`config.mk`:
```
export PLATFORM = sky130hd
export DESIGN_NAME = fifo_sync_param
export DESIGN_NICKNAME = d
export VERILOG_FILES = /design/src/rtl/fifo_sync_param.sv
export SDC_FILE = /design/constraint.sdc
export NUM_CORES = 1
export LEC_CHECK = 0
export BUFFER_PORTS_ARGS = -buffer_cell sky130_fd_sc_hd__buf_2
export CAP_MARGIN = 10
export CORE_MARGIN = 4
export CORE_UTILIZATION = 64
export DETAILED_ROUTE_END_ITERATION = 8
export GPL_ROUTABILITY_DRIVEN = 0
export PLACE_DENSITY = 0.82
export SLEW_MARGIN = 20
export SYNTH_ARGS = -nofsm -noshare
export SYNTH_HDL_FRONTEND = slang
export SYNTH_SLANG_ARGS = --single-unit
export TNS_END_PERCENT = 30
```
`constraint.sdc`:
```
create_clock -name clk -period 7 [get_ports clk]
set_input_delay 2.1 -clock clk [delete_from_list [all_inputs] [get_ports clk]]
set_output_delay 2.1 -clock clk [all_outputs]
set_load 0.01 [all_outputs]
```
`src/rtl/fifo_sync_param.sv`:
```
// rtl/fifo_sync_param.sv - parametrised single-clock FIFO with thresholds, sticky errors, flush and FWFT
module fifo_sync_param #(
  parameter int DATA_WIDTH = 32,
  parameter int DEPTH      = 16,
  parameter int AF_THRESH  = DEPTH - 2,
  parameter int AE_THRESH  = 2,
  parameter int FWFT       = 0
) (
  input  logic                           clk,
  input  logic                           rst,
  input  logic                           w_en,
  input  logic [DATA_WIDTH-1:0]          data_in,
  input  logic                           r_en,
  output logic [DATA_WIDTH-1:0]          data_out,
  output logic                           rd_valid,
  output logic                           full,
  output logic                           empty,
  output logic                           almost_full,
  output logic                           almost_empty,
  output logic [$clog2(DEPTH+1)-1:0]     count,
  input  logic                           flush,
  input  logic                           clr_err,
  output logic                           overflow,
  output logic                           underflow
);

  localparam int AW = $clog2(DEPTH);
  localparam int CW = $clog2(DEPTH + 1);
  localparam logic [CW-1:0] DEPTH_C = CW'(DEPTH);
  localparam logic [CW-1:0] AF_C    = CW'(AF_THRESH);
  localparam logic [CW-1:0] AE_C    = CW'(AE_THRESH);

  logic [DATA_WIDTH-1:0] mem_q [DEPTH];
  logic [AW-1:0]         wr_ptr_q, wr_ptr_d;
  logic [AW-1:0]         rd_ptr_q, rd_ptr_d;
  logic [CW-1:0]         count_q, count_d;
  logic                  ovf_q, ovf_d;
  logic                  udf_q, udf_d;
  logic                  rd_acc, wr_acc;

  assign full         = (count_q == DEPTH_C);
  assign empty        = (count_q == '0);
  assign almost_full  = (count_q >= AF_C);
  assign almost_empty = (count_q <= AE_C);
  assign count        = count_q;
  assign overflow     = ovf_q;
  assign underflow    = udf_q;

  // A read frees a slot in the same cycle, so a full FIFO still accepts a paired write.
  always_comb begin
    rd_acc   = r_en && !empty && !flush;
    wr_acc   = w_en && (!full || rd_acc) && !flush;
    wr_ptr_d = wr_acc ? wr_ptr_q + AW'(1) : wr_ptr_q;
    rd_ptr_d = rd_acc ? rd_ptr_q + AW'(1) : rd_ptr_q;
    count_d  = count_q;
    case ({wr_acc, rd_acc})
      2'b10:   count_d = count_q + CW'(1);
      2'b01:   count_d = count_q - CW'(1);
      default: count_d = count_q;
    endcase
    if (flush) begin
      wr_ptr_d = '0;
      rd_ptr_d = '0;
      count_d  = '0;
    end
    ovf_d = (ovf_q && !clr_err) || (w_en && !wr_acc && !flush);
    udf_d = (udf_q && !clr_err) || (r_en && !rd_acc && !flush);
  end

  always_ff @(posedge clk) begin
    if (rst) begin
      wr_ptr_q <= '0;
      rd_ptr_q <= '0;
      count_q  <= '0;
      ovf_q    <= 1'b0;
      udf_q    <= 1'b0;
    end else begin
      wr_ptr_q <= wr_ptr_d;
      rd_ptr_q <= rd_ptr_d;
      count_q  <= count_d;
      ovf_q    <= ovf_d;
      udf_q    <= udf_d;
    end
  end

  always_ff @(posedge clk) begin
    if (!rst && wr_acc) begin
      mem_q[wr_ptr_q] <= data_in;
    end
  end

  generate
    if (FWFT != 0) begin : g_fwft
      // Head word is shown directly; forced to zero while empty so stale memory never leaks out.
      assign rd_valid = !empty;
      assign data_out = empty ? '0 : mem_q[rd_ptr_q];
    end else begin : g_std
      logic [DATA_WIDTH-1:0] dout_q;
      logic                  rv_q;

      always_ff @(posedge clk) begin
        if (rst) begin
          dout_q <= '0;
          rv_q   <= 1'b0;
        end else begin
          rv_q <= rd_acc;
          if (rd_acc) begin
            dout_q <= mem_q[rd_ptr_q];
          end
        end
      end

      assign rd_valid = rv_q;
      assign data_out = dout_q;
    end
  endgenerate

endmodule

```
==> flow_summary.toml <==
[status]
outcome = "completed"

[cells_and_area]
most-common-layout-cells = "sky130_fd_sc_hd__edfxtp_1 (512), sky130_fd_sc_hd__mux4_2 (128), sky130_fd_sc_hd__buf_2 (81), sky130_fd_sc_hd__clkbuf_16 (54), sky130_fd_sc_hd__nor2_1 (51)"
final_layout_size_suffix_gt1_share_pct = 32.4
area_growth_pct = 13.9
utilization_pct = 74.4
mostFrequentLayoutCell = "sky130_fd_sc_hd__edfxtp_1"
antenna-diode-count = 0
finish.net_count = 1131

[clocking]
cts_inserted_buffers = 54
cts_tree = "built"
worstSkewPairLatency_ps = 580
clk_pin_slew_worst_paths_ps = 60
cts_hold_buf = 0
cts.sinks = 560
max-clock-path-buffers = 3
cts_resized = 0
ctsHtreeMaxLevel = 2
post_cts_buffers = 0
clock_tree.root_cell = "sky130_fd_sc_hd__clkbuf_16"

[logic_synthesis]
synth_area_mm2 = 0.0214
synth_cell_types = 39
synthCells = 974
async_reset_ff_share_pct = 0
avgSynthCellArea_um2 = 21.9
ys_dominant_reg_cell = "sky130_fd_sc_hd__edfxtp_1"
synth_edf_count = 512
synth_seq_area_share_pct = 76.5
yosysWarnings = 0
postSynthNetCount = 1022
postSynthRegisterBits = 560

[timing]
slew_violations = 0
grt_setup_unrepaired = "false"
slew-limit-headroom_pct = 30.1
finalClockSkew_ps = 23.9
final_period_minus_worst_setup_slack_ps = 4290
tns_ps = 0
final_min_period_over_clock_period_pct = 61.3
timing.fmax_ghz = 0.233
hold_violations = 0
max_slew.worst_pin.slew_ps = 1050
setup_viol_count_final = 0

[power]
cell_internal_pwr_mw = 5.29
p_sw_mw = 1.31
combPwrFrac_pct = 1.8
p_leak_nw = 7.71
seq_power_share_pct = 55.4
switching_share_pct = 19.9
ir_drop_uv = 212
pwr-share-clk_pct = 42.8
pwrdens_mw_per_mm2 = 271

[route]
routed_via_density = 6.55
initialDrtViolationCount = 1245
detail_route.wirelength_mm = 46.0
drt-pass1-iter-count = 5
route.detailed.wl_per_inst_um = 29.3
via_count = 10292
antenna_left = 0
drcViolationCount = 0

[global_route]
grt_antenna_before_repair = 0
grt_pass1_vias = 10683
grt_start_max_net_pins = 85
grt_first_pass_wirelength_mm = 67.2
globalRoute.totalOverflow = 0
global_route.usage.total_pct = 24.8

[place]
detailed_place_hpwl_mm = 23.5
io_buffer_count = 81

[worst_setup_path]
reg2reg_setup_slack_ps = 3800
worstSetupStartpointType = "register"
cp_data_required_time_ps = 4900
maximum_fanout_along_the_worst_path = 9
critical_path_class = "register to output pin"
critical_path.endpoint_type = "output pin"
worst_path_arrival_time_ps = 2190

[die]
die_h_um = 191
die_area_mm2 = 0.0364
core.rowCount = 66
io_pins = 82
chipWidth_um = 191
core_area_mm2 = 0.0327
floorplan.initialDensity_pct = 65.3

[run]
cap_violations = 0

[min_path]
hold_class = "register to register"
==> cells in the mapped netlist (2+ instances only) <==
master / n / share of area, %
sky130_fd_sc_hd__a21o_1: 2 / 0.070
sky130_fd_sc_hd__a21oi_1: 5 / 0.12
sky130_fd_sc_hd__a221o_1: 32 / 1.5
sky130_fd_sc_hd__and2b_1: 2 / 0.070
sky130_fd_sc_hd__buf_1: 8 / 0.14
sky130_fd_sc_hd__buf_2: 12 / 0.28
sky130_fd_sc_hd__buf_6: 12 / 0.63
sky130_fd_sc_hd__clkbuf_1: 19 / 0.33
sky130_fd_sc_hd__dfxtp_1: 48 / 4.5
sky130_fd_sc_hd__edfxtp_1: 512 / 72
sky130_fd_sc_hd__ha_1: 9 / 0.53
sky130_fd_sc_hd__inv_1: 5 / 0.088
sky130_fd_sc_hd__mux2_2: 32 / 1.7
sky130_fd_sc_hd__mux2i_1: 38 / 1.8
sky130_fd_sc_hd__mux4_2: 128 / 13
sky130_fd_sc_hd__nand2_1: 9 / 0.16
sky130_fd_sc_hd__nand3_1: 2 / 0.047
sky130_fd_sc_hd__nand3b_1: 2 / 0.070
sky130_fd_sc_hd__nor2_1: 67 / 1.2
sky130_fd_sc_hd__nor2b_1: 3 / 0.088
sky130_fd_sc_hd__o211ai_1: 2 / 0.070
sky130_fd_sc_hd__or3_1: 2 / 0.059
sky130_fd_sc_hd__xnor2_1: 2 / 0.082
sky130_fd_sc_hd__xor2_1: 6 / 0.25
==> power by group through the flow <==
stage	clock [mW]	combinational, mW	sequential (mW)
6_report	2.83	0.116	3.66
5_1_grt	3.00	0.125	3.66
4_1_cts	2.83	0.111	3.66
3_5_place_dp	0	0.110	3.73
3_3_place_gp	0	0.104	3.73
2_1_floorplan	0	0.0446	3.73
==> area by class of cell <==
| cell class | instances | area (um2) |
|---|---|---|
| Tap cell | 442 | 553 |
| Clock inverter | 33 | 273 |
| Inverter | 5 | 18.8 |
| Sequential cell | 560 | 16300 |
| Timing Repair Buffer | 105 | 863 |
| Fill cell | 1761 | 8390 |
| Clock buffer | 69 | 1440 |
| Multi-Input combinational cell | 357 | 4820 |
==> cells by family (layout without fill, tap and decap cells) <==
| family | after synthesis | after routing | synth area share [%] |
|---|---|---|---|
| compound gates | 48 | 48 | 2.24 |
| xor+xnor | 8 | 8 | 0.328 |
| fa+ha+maj | 10 | 10 | 0.621 |
| buf+inv | 57 | 212 | 1.51 |
| flops | 560 | 560 | 76.5 |
| mux | 198 | 198 | 17.0 |
| simple gates | 93 | 93 | 1.85 |
==> metrics by stage <==
stage | instance area [um2] | cells | total power, mW | hold slack (ps) | worst slack, ps
global placement | 22200 | 1455 | 3.83 | 463 | 2390
finish | 24300 | 1571 | 6.60 | 477 | 2710
detailed placement | 22300 | 1459 | 3.84 | 465 | 2320
global route | 24300 | 1571 | 6.78 | 493 | 2630
floorplan | 21400 | 974 | 3.78 | 481 | 2280
CTS | 24100 | 1561 | 6.60 | 475 | 2720
==> flip-flops by register name, summed over array words and instances (netlist names) <==
| name | cells |
|---|---|
| count | 5 |
| overflow | 1 |
| rd_ptr_q | 4 |
| data_out | 32 |
| rd_valid | 1 |
| underflow | 1 |
| wr_ptr_q | 4 |
| mem_q | 512 |
==> worst max-delay path, stage by stage, from the launching register on <==
cell and delay (ps):
sky130_fd_sc_hd__dfxtp_1 380, sky130_fd_sc_hd__or4_1 800, sky130_fd_sc_hd__nor2_1 260, sky130_fd_sc_hd__buf_2 170
==> routing by layer <==
metal | global-route usage, % | vias to the layer above | share of wire [%]
met5 | 0 | - | 0
met4 | 5.97 | 0 | 2.2
met3 | 3.95 | 72 | 6.8
met2 | 41.1 | 501 | 52
met1 | 35.6 | 5448 | 39
li1 | - | 4271 | -
==> final timing paths <==
| check | start | end | cells after the start |
|---|---|---|---|
| hold reg to reg | data_out[24] | data_out[24] | 1 |
| hold / removal | data_out[24] | data_out[24] | 1 |
| setup / recovery | count[0] | full | 3 |
| setup reg to reg | count[0] | count[4] | 9 |
Note: power is estimated with default switching activity, not from simulation.
